`config.mk`:
```
export PLATFORM = sky130hd
export DESIGN_NAME = fifo_stream_reader_flat
export DESIGN_NICKNAME = d
export VERILOG_FILES = /design/src/rtl/fifo_stream_reader_if.sv /design/src/rtl/fifo_stream_reader.sv /design/src/flat_wrapper.sv
export SDC_FILE = /design/constraint.sdc
export NUM_CORES = 1
export LEC_CHECK = 0
export BUFFER_PORTS_ARGS = -buffer_cell sky130_fd_sc_hd__buf_2
export CORE_UTILIZATION = 30
export DETAILED_ROUTE_END_ITERATION = 8
export SETUP_SLACK_MARGIN = 0.4
export SLEW_MARGIN = 10
export SYNTH_ARGS = -nofsm -noshare
export SYNTH_HDL_FRONTEND = slang
export SYNTH_SLANG_ARGS = --single-unit
```
`constraint.sdc`:
```
create_clock -name i_clk -period 2.76 [get_ports i_clk]
set_input_delay 0.414 -clock i_clk [delete_from_list [all_inputs] [get_ports i_clk]]
set_output_delay 0.414 -clock i_clk [all_outputs]
set_load 0.005 [all_outputs]
```
`src/rtl/fifo_stream_reader_if.sv`:
```
// rtl/fifo_stream_reader_if.sv - FIFO read port and streaming output bundle for fifo_stream_reader
interface fifo_stream_reader_if #(
  parameter int FIFO_WIDTH = 16
);

  // FIFO read side
  logic                  fifo_rd_en;
  logic                  fifo_empty;
  logic [FIFO_WIDTH-1:0] fifo_data_out;
  logic                  fifo_underflow;

  // Streaming output side
  logic                  m_valid;
  logic [FIFO_WIDTH-1:0] m_data;
  logic                  m_ready;

  // The reader: issues reads, sources the output stream
  modport master (
    output fifo_rd_en,
    input  fifo_empty,
    input  fifo_data_out,
    input  fifo_underflow,
    output m_valid,
    output m_data,
    input  m_ready
  );

  // The environment: the FIFO plus the downstream consumer
  modport slave (
    input  fifo_rd_en,
    output fifo_empty,
    output fifo_data_out,
    output fifo_underflow,
    input  m_valid,
    input  m_data,
    output m_ready
  );

endinterface

```
`src/rtl/fifo_stream_reader.sv`:
```
// rtl/fifo_stream_reader.sv - FIFO read-side consumer presenting words on a valid/ready stream
module fifo_stream_reader #(
  parameter int FIFO_WIDTH = 16,
  parameter int CNT_WIDTH  = 16
) (
  input  logic                 i_clk,
  input  logic                 i_rst,
  input  logic                 i_enable,
  fifo_stream_reader_if.master bus,
  output logic                 o_busy,
  output logic [CNT_WIDTH-1:0] o_word_count,
  output logic                 o_err_underflow
);

  typedef enum logic [1:0] {
    ST_IDLE   = 2'd0,
    ST_STREAM = 2'd1,
    ST_DRAIN  = 2'd2
  } state_t;

  state_t                r_state;
  state_t                w_state_nxt;

  // Two-entry output buffer, FIFO ordered: r_head points at the oldest word
  logic [FIFO_WIDTH-1:0] r_buf [0:1];
  logic                  r_head;
  logic [1:0]            r_occ;
  logic                  r_inflight;

  logic [CNT_WIDTH-1:0]  r_word_count;
  logic                  r_err_underflow;

  logic                  w_pop;
  logic                  w_capture;
  logic                  w_rd_en;
  logic                  w_tail;
  logic [2:0]            w_load;

  // A word leaves whenever something is held and downstream takes it
  assign w_pop     = (r_occ != 2'd0) && bus.m_ready;
  // Read data is always present the cycle after our own read request
  assign w_capture = r_inflight;
  // Slots committed after this edge if no new read is issued
  assign w_load    = {1'b0, r_occ} + {2'b00, r_inflight} - {2'b00, w_pop};
  // Next free slot; never used while the buffer is full
  assign w_tail    = r_head ^ r_occ[0];

  // Next-state and read-issue decode
  always_comb begin
    w_state_nxt = r_state;
    w_rd_en     = 1'b0;
    unique case (r_state)
      ST_IDLE: begin
        if (i_enable) begin
          w_state_nxt = ST_STREAM;
        end
      end
      ST_STREAM: begin
        w_rd_en = i_enable && !bus.fifo_empty && (w_load < 3'd2);
        if (!i_enable) begin
          w_state_nxt = ST_DRAIN;
        end
      end
      ST_DRAIN: begin
        if (i_enable) begin
          w_state_nxt = ST_STREAM;
        end else if ((r_occ == 2'd0) && !r_inflight) begin
          w_state_nxt = ST_IDLE;
        end
      end
      default: begin
        w_state_nxt = ST_IDLE;
      end
    endcase
  end

  // State register
  always_ff @(posedge i_clk) begin
    if (i_rst) begin
      r_state <= ST_IDLE;
    end else begin
      r_state <= w_state_nxt;
    end
  end

  // Buffer, occupancy and in-flight tracking; reset drops any read in flight
  always_ff @(posedge i_clk) begin
    if (i_rst) begin
      r_buf[0]   <= '0;
      r_buf[1]   <= '0;
      r_head     <= 1'b0;
      r_occ      <= 2'd0;
      r_inflight <= 1'b0;
    end else begin
      r_inflight <= w_rd_en;
      if (w_capture) begin
        r_buf[w_tail] <= bus.fifo_data_out;
      end
      if (w_pop) begin
        r_head <= ~r_head;
      end
      r_occ <= r_occ + {1'b0, w_capture} - {1'b0, w_pop};
    end
  end

  // Delivered-word counter (wraps silently) and sticky underflow flag
  always_ff @(posedge i_clk) begin
    if (i_rst) begin
      r_word_count    <= '0;
      r_err_underflow <= 1'b0;
    end else begin
      if (w_pop) begin
        r_word_count <= r_word_count + 1'b1;
      end
      if (r_inflight && bus.fifo_underflow) begin
        r_err_underflow <= 1'b1;
      end
    end
  end

  assign bus.fifo_rd_en  = w_rd_en;
  assign bus.m_valid     = (r_occ != 2'd0);
  assign bus.m_data      = r_buf[r_head];
  assign o_busy          = (r_state != ST_IDLE);
  assign o_word_count    = r_word_count;
  assign o_err_underflow = r_err_underflow;

endmodule

```
`src/flat_wrapper.sv`:
```
// flat-port wrapper written by rule: the top's interface ports become plain ports
module fifo_stream_reader_flat 
#(
  parameter int FIFO_WIDTH = 16,
  parameter int CNT_WIDTH  = 16
)
  (i_clk, i_rst, i_enable, o_busy, o_word_count, o_err_underflow, bus_fifo_rd_en, bus_fifo_empty, bus_fifo_data_out, bus_fifo_underflow, bus_m_valid, bus_m_data, bus_m_ready);
  fifo_stream_reader_if #(.FIFO_WIDTH(FIFO_WIDTH)) bus_i ();
  input  logic i_clk;
  input  logic i_rst;
  input  logic i_enable;
  output logic o_busy;
  output logic [CNT_WIDTH-1:0] o_word_count;
  output logic o_err_underflow;
  output wire logic [$bits(bus_i.fifo_rd_en)-1:0] bus_fifo_rd_en;
  input wire logic [$bits(bus_i.fifo_empty)-1:0] bus_fifo_empty;
  input wire logic [$bits(bus_i.fifo_data_out)-1:0] bus_fifo_data_out;
  input wire logic [$bits(bus_i.fifo_underflow)-1:0] bus_fifo_underflow;
  output wire logic [$bits(bus_i.m_valid)-1:0] bus_m_valid;
  output wire logic [$bits(bus_i.m_data)-1:0] bus_m_data;
  input wire logic [$bits(bus_i.m_ready)-1:0] bus_m_ready;
  assign bus_fifo_rd_en = bus_i.fifo_rd_en;
  assign bus_i.fifo_empty = bus_fifo_empty;
  assign bus_i.fifo_data_out = bus_fifo_data_out;
  assign bus_i.fifo_underflow = bus_fifo_underflow;
  assign bus_m_valid = bus_i.m_valid;
  assign bus_m_data = bus_i.m_data;
  assign bus_i.m_ready = bus_m_ready;
  fifo_stream_reader #(.FIFO_WIDTH(FIFO_WIDTH), .CNT_WIDTH(CNT_WIDTH)) u_core (.i_clk(i_clk), .i_rst(i_rst), .i_enable(i_enable), .bus(bus_i), .o_busy(o_busy), .o_word_count(o_word_count), .o_err_underflow(o_err_underflow));
endmodule
```
## Yosys cells after proc, flatten, opt, wreduce, memory -nomap -nowiden

Memories as Yosys holds them, arrays and structs flattened. A register that Yosys moved wholly into a read port is not among the register bits.
Cells that the tools add are included.
Widths: inputs -> output; s select.

- Flip-flop bits (word level): 23
- Bits in writable memories: 32
- Input port bits: 22
- Output and inout bits: 36
- Memories kept: 1

- $add $sub $neg: 5
- Magnitude comparators: 1
- Equal/unequal tests: 5
- Mux-type cells: 16
- Bitwise gates (word level): 2
- Reductions and logical operators: 13

Memories:

| memory | words | bits a word | read ports | clocked after memory_dff | wr ports | RTL line | source |
|---|---|---|---|---|---|---|---|
| u_core.r_buf | 2 | 16 | 1 | 1 | 2 | fifo_stream_reader.sv:25 | `logic [FIFO_WIDTH-1:0] r_buf [0:1];` |

Operators with widths:

| kind | number |
|---|---|
| $add 16x1->16 const B | 1 |
| $mux 16 | 1 |
| $reduce_or 16->1 | 1 |
| $mux 1 | 10 |
| $mux 2 | 4 |
| $pmux 2 s3 | 1 |
| $logic_and 1x1->1 | 5 |
| $logic_not 2->1 | 2 |
| $ne 2x2->1 const B | 2 |
| $reduce_bool 2->1 | 2 |
| $add 2x1->3 | 1 |
| $lt 3x2->1 const B | 1 |
| $ne 3x2->1 const B | 1 |
| $reduce_and 3->1 | 1 |
| $sub 3x1->3 | 1 |
| $add 2x1->2 | 1 |
| $eq 2x1->1 const B | 1 |
| $eq 2x2->1 const B | 1 |
| $logic_not 1->1 | 2 |
| $sub 2x1->2 | 1 |
| $not 1->1 | 1 |
| $xor 1x1->1 | 1 |

## Logic depth before layout (Yosys ltp)

Gate-level depths: netlist (run 1).

- Word-level depth: 6
- Gate-level depth with buffers: 10
- Depth with buffers taken out: 10

## Least setup slack after synthesis (run 1)

No wires, ideal clock.

- Path type: flip-flop to output port
- From: register u_core.r_occ[0]
- To: output port bus_fifo_rd_en
- Arrival: 2.068 ns
- Slack: 0.278 ns
- Cell stages (with the launch flop): 10
- Buffers on the path: 0
- Cells stage by stage: dfxtp_1 > o21ai_2 > inv_1 > ha_1 > inv_1 > ha_1 > fa_1 > xor2_1 > nand2_1 > nor4_1

- Word-level cells in the longest chain between the ends: 6
- Elaborated cells between the ends (all ways): 7
- Those cells by class: add/sub: 2; order compare: 1; mux: 1; reduce/logical: 3

RTL lines:

| element | RTL line | source |
|---|---|---|
| start: declaration | fifo_stream_reader.sv:27 | `logic [1:0] r_occ;` |
| start signal: assignment | fifo_stream_reader.sv:102 | `r_occ <= r_occ + {1'b0, w_capture} - {1'b0, w_pop};` |
| $reduce_bool 2->1 | fifo_stream_reader.sv:40 | `assign w_pop = (r_occ != 2'd0) && bus.m_ready;` |
| $logic_and 1x1->1 | fifo_stream_reader.sv:40 |  |
| named net u_core.w_pop | fifo_stream_reader.sv:33 | `logic w_pop;` |
| $sub 3x1->3 | fifo_stream_reader.sv:44 | `assign w_load = {1'b0, r_occ} + {2'b00, r_inflight} - {2'b00, w_pop};` |
| $lt 3x2->1 | fifo_stream_reader.sv:59 | `w_rd_en = i_enable && !bus.fifo_empty && (w_load < 3'd2);` |
| $logic_and 1x1->1 | fifo_stream_reader.sv:59 |  |
| $mux 1 | fifo_stream_reader.sv:52 | `unique case (r_state)` |
| end: declaration | flat_wrapper.sv:15 | `output wire logic [$bits(bus_i.fifo_rd_en)-1:0] bus_fifo_rd_en;` |

The timed path passes the listed nets, and every way through them passes these cells.

## Worst setup path in the final report (run 1)

- From: register u_core.r_occ[1]
- To: output port bus_fifo_rd_en

Same word-level chain as after synthesis.

==> impl_metrics.toml, run 1 <==
[cells_and_area]
fillers = 791
multiInputGateArea_um2 = 992
register_area_mm2 = 0.00145
drive_gt1_share_pct = 37.9
postLayoutCoreUtil_pct = 38.7
nets = 297
diodes = 0
area_growth_pct = 23.3
fin_area_mm2 = 0.00302
stdcell_count = 374

[timing]
setup_tns_ns = 0
timing.fmax_ghz = 0.381
setup_viol = 0
worstMarginPinSlew_ns = 0.762
rsz0062_at_grt = "true"
fin_worst_skew_ns = 0.00453
final_hold_viol_count = 0
finalCritPeriodShare_pct = 95.1
period_needed_ns = 2.62
max_slew_margin_pct = 49.1
final_max_slew_viol_count = 0

[synthesis]
synth_area_leaders = "edfxtp_1, dfxtp_1, and2_1, mux2_2, xnor2_1"
syn_nets = 234
syn-cell-area_mm2 = 0.00245
ys_seq_elements = 56
syn_avg_cell_area_um2 = 11.8
synth_cell_types = 29
yosys.area.top_type = "edfxtp_1"
yosys_warnings = 0
yosysSeqAreaShare_pct = 58.8
synth_top_area_share_pct = 39.2
netlist_instances = 208

[floorplan]
die_y_um = 92.4
initial_core_util_pct = 31.4
design.die.area_mm2 = 0.00854
rows = 32
ioPinCount = 58
die-width_um = 92.4
core_area_mm2 = 0.00781

[placed_design]
routabilityCongestion = 0.722
dpl.hpwl_mm = 3.31
placed_area_mm2 = 0.00287
dp_cells = 362
io_buffers = 57

[drt]
met3WireLength_um = 236
drt_first_iter_violations = 23
wirelength_mm = 4.88
wl_met2_mm = 2.37
wl_per_cell_um = 13.0
drtAntennaViolNets = 0
route.vias.total = 1658
via_per_inst = 4.43
wl_met1_mm = 2.20
top_layer = "met4"
drtPass1Iterations = 3
drcViolationCount = 0

[worst_setup_path]
cp-start-kind = "flop"
r2r_slack_ns = 0.63
worstPathRequired_ns = 2.35
path_class = "reg -> out"
cp.arrival_ns = 2.21
worstSetupEndpointType = "primary output"
crit_fanout = 2

[clock_tree]
cts_made_buffers = 5
cts_sinks = 56
clkSlewWorstSetupHoldPaths_ns = 0.10
cts_buffer_depth = 2
worstSkewPairLatency_ns = 0.31
cts_hold_buf = 0
h-tree-depth = 2
tritoncts = "yes"
cts_root_buf = "clkbuf_8"

[grt]
grt-ovfl-total = 0
grt_pass1_vias = 1592
grt_max_degree = 27
grtUsageTotal_pct = 12.1
grt_pass1_wl_mm = 7.94
antenna_found_initial = 0

[power]
leakage_nw = 1.23
vdd_drop_max_mv = 0.208
p_seq_share_pct = 53.3
switching_share_pct = 28.4
pwr_density_cell_mw_per_mm2 = 635
power_switching_w = 0.000544
internal-power_w = 0.00137
power_frac_comb_pct = 23.5
clkPwrFrac_pct = 23.2

[run_status]
outcome = "finished clean"

[job]
cap_violations = 0

[hold_path]
hp-class = "in -> reg"
[logic make-up (layout without fill, tap and decap cells)]
| group | after synthesis | after routing | synth area share [%] |
|---|---|---|---|
| XOR/XNOR | 16 | 16 | 5.72 |
| buffers and inverters | 17 | 81 | 2.60 |
| flip-flops | 56 | 56 | 58.8 |
| adder cells (fa/ha/maj) | 4 | 4 | 2.35 |
| multiplexers | 16 | 16 | 7.35 |
| AND/OR/NAND/NOR | 87 | 87 | 19.8 |
| AO/OA/AOI/OAI | 12 | 12 | 3.37 |
[routing by layer]
metal / vias up / GRT usage, %
met2: 44 / 19.8
met3: 10 / 3.04
li1: 839 / -
met5: - / 0
met4: 0 / 4.69
met1: 765 / 15.3
[cells in the final DEF, fill, tap and decap left out, types with 2 or more instances in the layout]
| cell type | n |
|---|---|
| nor2_1 | 17 |
| a211oi_1 | 2 |
| nand3_1 | 2 |
| mux2_2 | 16 |
| a21oi_1 | 4 |
| buf_4 | 6 |
| clkbuf_8 | 5 |
| nor2b_1 | 4 |
| nand2_1 | 9 |
| xor2_1 | 5 |
| buf_2 | 57 |
| nand2b_1 | 2 |
| nor4_1 | 5 |
| xnor2_1 | 11 |
| nor3_1 | 4 |
| nand4_1 | 3 |
| dfxtp_4 | 2 |
| edfxtp_1 | 32 |
| inv_1 | 7 |
| inv_2 | 3 |
| and2_1 | 32 |
| or2_2 | 3 |
| dfxtp_1 | 22 |
| o21ai_0 | 2 |
| ha_4 | 2 |
[synthesized netlist by cell type]
library cell,n
and2_1,32
edfxtp_1,32
dfxtp_1,24
nor2_1,18
mux2_2,16
xnor2_1,11
inv_1,10
nand2_1,9
clkbuf_1,7
nor4_1,6
nor2b_1,5
xor2_1,5
a21oi_1,4
nor3_1,4
ha_1,3
nand4_1,3
or2_2,3
a211oi_1,2
nand2b_1,2
nand3_1,2
o21ai_0,2
a31o_2,1
fa_1,1
nand4_4,1
o2111a_1,1
o2111ai_1,1
o21ai_2,1
or3_1,1
or4_1,1
[path summary, 6_finish.rpt]
kind	from	end	cells after the start
max	u_core.r_occ[1]	bus_fifo_rd_en	10
min reg2reg	u_core.r_state[1]	u_core.r_state[0]	1
max reg2reg	u_core.r_occ[0]	u_core.r_buf[1][6]	4
min	i_enable	u_core.r_state[1]	2
[per-stage QoR]
| stage | total power [W] | worst slack [ns] | hold WS, ns |
|---|---|---|---|
| 2_1_floorplan | 0.00128 | 0.434 | 0.431 |
| 3_3_place_gp | 0.00143 | 0.191 | 0.444 |
| 3_5_place_dp | 0.00144 | 0.132 | 0.455 |
| 4_1_cts | 0.00193 | -0.0107 | 0.286 |
| 5_1_grt | 0.00202 | -0.00425 | 0.287 |
| 6_report | 0.00192 | 0.136 | 0.295 |
[sequential cells by signal, indices dropped and copies added (netlist names), named ones only]
signal	count
u_core.r_buf	32
u_core.o_word_count	16
u_core.r_occ	2
u_core.r_state	2
u_core.o_err_underflow	1
u_core.r_head	1
u_core.r_inflight	1
[worst max-delay path, stage by stage (launching register included)]
cell     delay, ns
dfxtp_4       0.37
o21ai_4       0.15
inv_2         0.07
ha_4          0.26
inv_2         0.04
ha_4          0.15
fa_2          0.33
xor2_1        0.16
nand2_1       0.08
nor4_2        0.15
buf_2         0.15
[cell type report]
type	instances	area share, %
well taps	102	4.22
inverters	10	1.24
clock inverters	3	0.579
flip-flops and latches	56	47.9
clock buffers	5	2.28
repair buffers	63	10.9
multi-input cells	135	32.8
[repair_timing]
action | in CTS | in global routing
gates resized for setup | 8 | 4
endpoints found under the setup margin | 17 | 17
setup buffers | 3 | 1
pin swaps | 6 | 6
[power groups by stage]
stage	Combinational (W)	Sequential (W)	Clock, W
final	0.000451	0.00102	0.000445
after global routing	0.000495	0.00103	0.000495
after CTS	0.000443	0.00102	0.000464
after detailed placement	0.000406	0.00104	0
after global placement	0.000397	0.00104	0
after floorplan	0.000285	0.000993	0
No activity file was read; power rests on OpenSTA's default activity.
==> run 2: changes to the inputs <==
--- a/config.mk
+++ b/config.mk
@@ -8,7 +8,9 @@
 export BUFFER_PORTS_ARGS = -buffer_cell sky130_fd_sc_hd__buf_2
 export CORE_UTILIZATION = 30
 export DETAILED_ROUTE_END_ITERATION = 8
+export GPL_TIMING_DRIVEN = 0
 export SETUP_SLACK_MARGIN = 0.4
+export SKIP_LAST_GASP = 1
 export SLEW_MARGIN = 10
 export SYNTH_ARGS = -nofsm -noshare
 export SYNTH_HDL_FRONTEND = slang
==> run 2 against run 1 <==
Die area unchanged. Worst hold slack improved by 0.0050 ns. Non-clock buffer count increased by 3. Sequential cell count unchanged. Combinational power about the same. Register-to-register slack improved by 0.11 ns. Clock power increased by 2%. Critical path type unchanged.
==> impl_metrics.toml, run 2 (same netlist as run 1, synthesis figures left out) <==
[clock_tree]
cts_made_buffers = 5
cts_buffer_depth = 2
clkSlewWorstSetupHoldPaths_ns = 0.09
cts_root_buf = "clkbuf_8"
tritoncts = "yes"
cts_hold_buf = 0
cts_sinks = 56
worstSkewPairLatency_ns = 0.31
h-tree-depth = 2

[cells_and_area]
final_cell_mix = "buf_2, and2_1, edfxtp_1"
top_register = "u_core.r_buf"
stdcell_count = 377
register_area_mm2 = 0.00145
layout_commonest_cell = "buf_2"
drive_gt1_share_pct = 35.3
nets = 300
multiInputGateArea_um2 = 985
diodes = 0
fin_area_mm2 = 0.00302
area_growth_pct = 23.1
fillers = 804
largest_register_ffs = 32

[floorplan]
die-width_um = 92.4
core_area_mm2 = 0.00781
initial_core_util_pct = 31.4
die_y_um = 92.4
ioPinCount = 58
design.die.area_mm2 = 0.00854
rows = 32

[hold_path]
hold_depth = 2
min_from = "i_enable"
hold_end = "u_core.r_state[1]"
hp-class = "in -> reg"

[grt]
grt_max_degree = 19
grtUsageTotal_pct = 11.7
use_met2_pct = 20.4
antenna_found_initial = 0
met1_usage_pct = 14.4
grt-ovfl-total = 0
grt_busiest_layer = "met2"
grt_pass1_wl_mm = 7.85
grt_pass1_vias = 1649
use_met3_pct = 2.87

[placed_design]
placed_area_mm2 = 0.00287
dpl.hpwl_mm = 3.37
routabilityCongestion = 0.734
dp_cells = 366
io_buffers = 56
pre_cts_ws_ns = 0.115

[power]
leakage_nw = 1.23
pwr_density_cell_mw_per_mm2 = 625
internal-power_w = 0.00136
vdd_drop_max_mv = 0.190
switching_share_pct = 28.0
power_switching_w = 0.000527
clkPwrFrac_pct = 23.9
p_seq_share_pct = 52.1
power_frac_comb_pct = 23.9
finalPower_w = 0.00189

[worst_setup_path]
rr_startpoint = "u_core.r_occ[0]"
worstPathRequired_ns = 2.35
max_stage_delay_ns = 0.49
cp.arrival_ns = 2.26
crit_fanout = 4
r2r_slack_ns = 0.74
rr_worst_depth = 8
crit_chain = "o21ai_4 -> inv_2 -> ha_4 -> inv_2 -> ha_4 -> fa_1 -> nor4_2 -> buf_2"
cp-start-kind = "flop"
path_class = "reg -> out"
regToRegEndpoint = "u_core.r_inflight"
worstSetupEndpointType = "primary output"
critPathSlowestCell = "fa_1"

[drt]
drt_first_iter_violations = 20
wirelength_mm = 4.76
route.vias.total = 1646
wl_per_cell_um = 12.6
via_per_inst = 4.37
drtAntennaViolNets = 0
drcViolationCount = 0
drtPass1Iterations = 4

[timing]
fin_worst_skew_ns = 0.0141
max_slew_margin_pct = 66.4
period_needed_ns = 2.68
final_hold_viol_count = 0
timing.fmax_ghz = 0.373
final_max_slew_viol_count = 0
worstMarginPinSlew_ns = 0.504
finalCritPeriodShare_pct = 97.0
setup_viol = 0
rsz0062_at_grt = "true"
setup_ws_ns = 0.0815

[run_status]
outcome = "finished clean"

[job]
cap_violations = 0
run 2: power by group through the flow:
| stage | Clock [W] | Combinational [W] | Sequential (W) |
|---|---|---|---|
| after floorplan | 0 | 0.000285 | 0.000993 |
| after global placement | 0 | 0.000432 | 0.000999 |
| after detailed placement | 0 | 0.000432 | 0.00100 |
| after CTS | 0.000474 | 0.000466 | 0.000986 |
| after global routing | 0.000505 | 0.000502 | 0.000993 |
| final | 0.000452 | 0.000451 | 0.000983 |
run 2: per-stage QoR:
stage | util (%) | hold WS, ns | TNS (ns)
floorplan | - | 0.431 | 0
global placement | 36.8 | 0.447 | 0
detailed placement | 36.8 | 0.458 | 0
CTS | 38.6 | 0.289 | 0
global route | 38.6 | 0.294 | -0.0358
finish | 38.6 | 0.300 | 0
run 2: worst max path at each step:
stage / start / end / slack [ns] / cells after the start
floorplan: u_core.r_occ[1] / bus_fifo_rd_en / 0.43 / 9
global placement: bus_m_ready / bus_fifo_rd_en / 0.12 / 11
detailed placement: u_core.r_occ[1] / bus_fifo_rd_en / 0.11 / 10
CTS: u_core.r_occ[0] / bus_fifo_rd_en / 0.04 / 8
global route: u_core.r_occ[0] / bus_fifo_rd_en / -0.04 / 10
finish: u_core.r_occ[0] / bus_fifo_rd_en / 0.08 / 8
run 2: worst max-delay path: cells and delay by family, from the launching register on:
kind | cells | cell delay (ns)
AO/OA/AOI/OAI | 1 | 0.15
adder cells (fa/ha/maj) | 3 | 0.89
buffers and inverters | 3 | 0.25
flip-flops | 1 | 0.37
AND/OR/NAND/NOR | 1 | 0.29
run 2: final cells by class:
| cell class | instances | share of cell area (%) |
|---|---|---|
| well taps | 102 | 4.23 |
| repair buffers | 59 | 10.0 |
| inverters | 10 | 1.24 |
| clock buffers | 5 | 2.28 |
| clock inverters | 3 | 0.705 |
| multi-input cells | 135 | 32.6 |
| plain buffers | 7 | 0.912 |
| flip-flops and latches | 56 | 47.9 |
run 2: per-layer routing:
layer  up-vias  share of wire [%]
li1        844                  -
met1       758                 45
met2        39                 49
met3         5                4.7
met4         0               0.78
met5         -                  0
run 2: timing repair:
action                                  4_1_cts  5_1_grt
gates resized for setup                       8        0
pin swaps                                     5        0
endpoints found under the setup margin       11        1
setup buffers                                 3        0
==> run 3: changes to the inputs <==
==> constraint.sdc (replaced) <==
create_clock -name i_clk -period 2.76 [get_ports i_clk]
set_input_delay 0.414 -clock i_clk [delete_from_list [all_inputs] [get_ports i_clk]]
set_output_delay 0.414 -clock i_clk [all_outputs]
set_load 0.1 [all_outputs]
==> run 3 against run 2 <==
The run now ends with setup timing left. Critical endpoint unchanged. Utilization is 0.83 points higher. Clock-buffer cell count unchanged. Setup slack worse by 0.13 ns. Via count increased by 2.9%.
==> impl_metrics.toml, run 3 (same netlist as run 1, synthesis figures left out) <==
[run_status]
outcome = "finished, violations left"
violations = "setup timing"

[timing]
max_slew_margin_pct = 65.2
timing.fmax_ghz = 0.356
setup_viol = 1
setup_tns_ns = -0.0508
fin_worst_skew_ns = 0.00407
rsz0062_at_grt = "true"
worstMarginPinSlew_ns = 0.523
period_needed_ns = 2.81
final_hold_viol_count = 0
final_max_slew_viol_count = 0
finalCritPeriodShare_pct = 102
setup_ws_ns = -0.0508

[grt]
grt_max_degree = 17
grt-ovfl-total = 0
antenna_found_initial = 0
grt_pass1_wl_mm = 7.94
grtUsageTotal_pct = 12.0
grt_pass1_vias = 1652

[worst_setup_path]
max_stage_delay_ns = 0.38
worstPathRequired_ns = 2.35
crit_fanout = 4
critPathSlowestCell = "dfxtp_4"
rr_startpoint = "u_core.r_occ[0]"
crit_chain = "o21ai_4 -> inv_4 -> ha_4 -> inv_2 -> ha_4 -> fa_2 -> xor2_1 -> nand2_1 -> nor4_4 -> buf_6"
path_depth = 10
cp-start-kind = "flop"
path_buf_inv = 3
worstSetupEndpointType = "primary output"
cp_common_cell = "ha_4"
crit_start = "u_core.r_occ[0]"
cp.arrival_ns = 2.40
regToRegEndpoint = "u_core.r_inflight"
crit_path_end = "bus_fifo_rd_en"
crit_family = "adder cells"
path_class = "reg -> out"
r2r_slack_ns = 0.72
rr_worst_depth = 10

[floorplan]
initial_core_util_pct = 31.4
die-width_um = 92.4
die_y_um = 92.4
core_area_mm2 = 0.00781
rows = 32
ioPinCount = 58
design.die.area_mm2 = 0.00854

[placed_design]
dpl.hpwl_mm = 3.44
io_buffers = 56
routabilityCongestion = 0.741
placed_area_mm2 = 0.00291
dp_cells = 366

[cells_and_area]
postLayoutCoreUtil_pct = 39.5
layout_commonest_cell = "buf_2"
diodes = 0
area_growth_pct = 25.7
nets = 300
fillers = 795
stdcell_count = 376
largest_register_ffs = 32
top_register = "u_core.r_buf"
fin_area_mm2 = 0.00308
drive_gt1_share_pct = 35.8
final_cell_mix = "buf_2, and2_1, edfxtp_1"

[clock_tree]
cts_root_buf = "clkbuf_8"
worstSkewPairLatency_ns = 0.30
h-tree-depth = 2
cts_sinks = 56
cts_made_buffers = 5
tritoncts = "yes"
cts_buffer_depth = 2
cts_hold_buf = 0
clkSlewWorstSetupHoldPaths_ns = 0.09

[hold_path]
hp-class = "in -> reg"

[drt]
drtPass1Iterations = 4
route.vias.total = 1693
drcViolationCount = 0
drtAntennaViolNets = 0
via_per_inst = 4.50
wirelength_mm = 4.86
drt_first_iter_violations = 42
wl_per_cell_um = 12.9

[power]
vdd_drop_max_mv = 0.453
pwr_density_cell_mw_per_mm2 = 871
leakage_nw = 1.25

[job]
cap_violations = 0
[run 3: repair_timing]
item | CTS | global route
endpoints found under the setup margin | 11 | 1
pin swaps | 6 | 0
gates resized for setup | 7 | 0
setup buffers | 3 | 0
[run 3: worst min path at each step]
stage / startpoint / endpoint / slack [ns] / cells after the start
after global placement: u_core.o_err_underflow / u_core.o_err_underflow / 0.44 / 2
after CTS: i_enable / u_core.r_state[1] / 0.30 / 2
after floorplan: u_core.r_state[1] / u_core.r_state[0] / 0.43 / 1
after detailed placement: u_core.o_err_underflow / u_core.o_err_underflow / 0.45 / 2
final: i_enable / u_core.r_state[1] / 0.30 / 2
after global routing: i_enable / u_core.r_state[1] / 0.29 / 2
[run 3: final cells by class]
cell class	instances	area [um2]	share of cell area, %
buffer	7	31.3	1.02
clock buffer	5	68.8	2.23
clock inverter	2	60.1	1.95
inverter	10	40.0	1.30
multi-input combinational	135	996	32.3
sequential	56	1450	47.0
tap	102	128	4.14
timing repair buffer	59	309	10.0
[run 3: per-stage QoR]
stage                     total power [W]  hold WS (ns)  worst slack, ns
after floorplan                   0.00191         0.431           -0.447
after global placement            0.00206         0.444           -0.244
after detailed placement          0.00207         0.451           -0.263
after CTS                         0.00271         0.296          -0.0585
after global routing              0.00278         0.294           -0.149
final                             0.00268         0.302          -0.0508
[run 3: power by group]
group	internal, W	switching (W)	total (W)
registers	0.000944	0.0000430	0.000987
logic	0.000259	0.000826	0.00108
clock network	0.000357	0.000254	0.000612
total	0.00156	0.00112	0.00268
[run 3: metal layers]
metal	routed length (um)	part of all wire [%]	global-route usage, %	up-vias
met2	2420	50	21.1	43
met5	0	0	0	-
met4	35	0.72	3.91	0
li1	-	-	-	843
met1	2150	44	14.3	803
met3	257	5.3	2.63	4
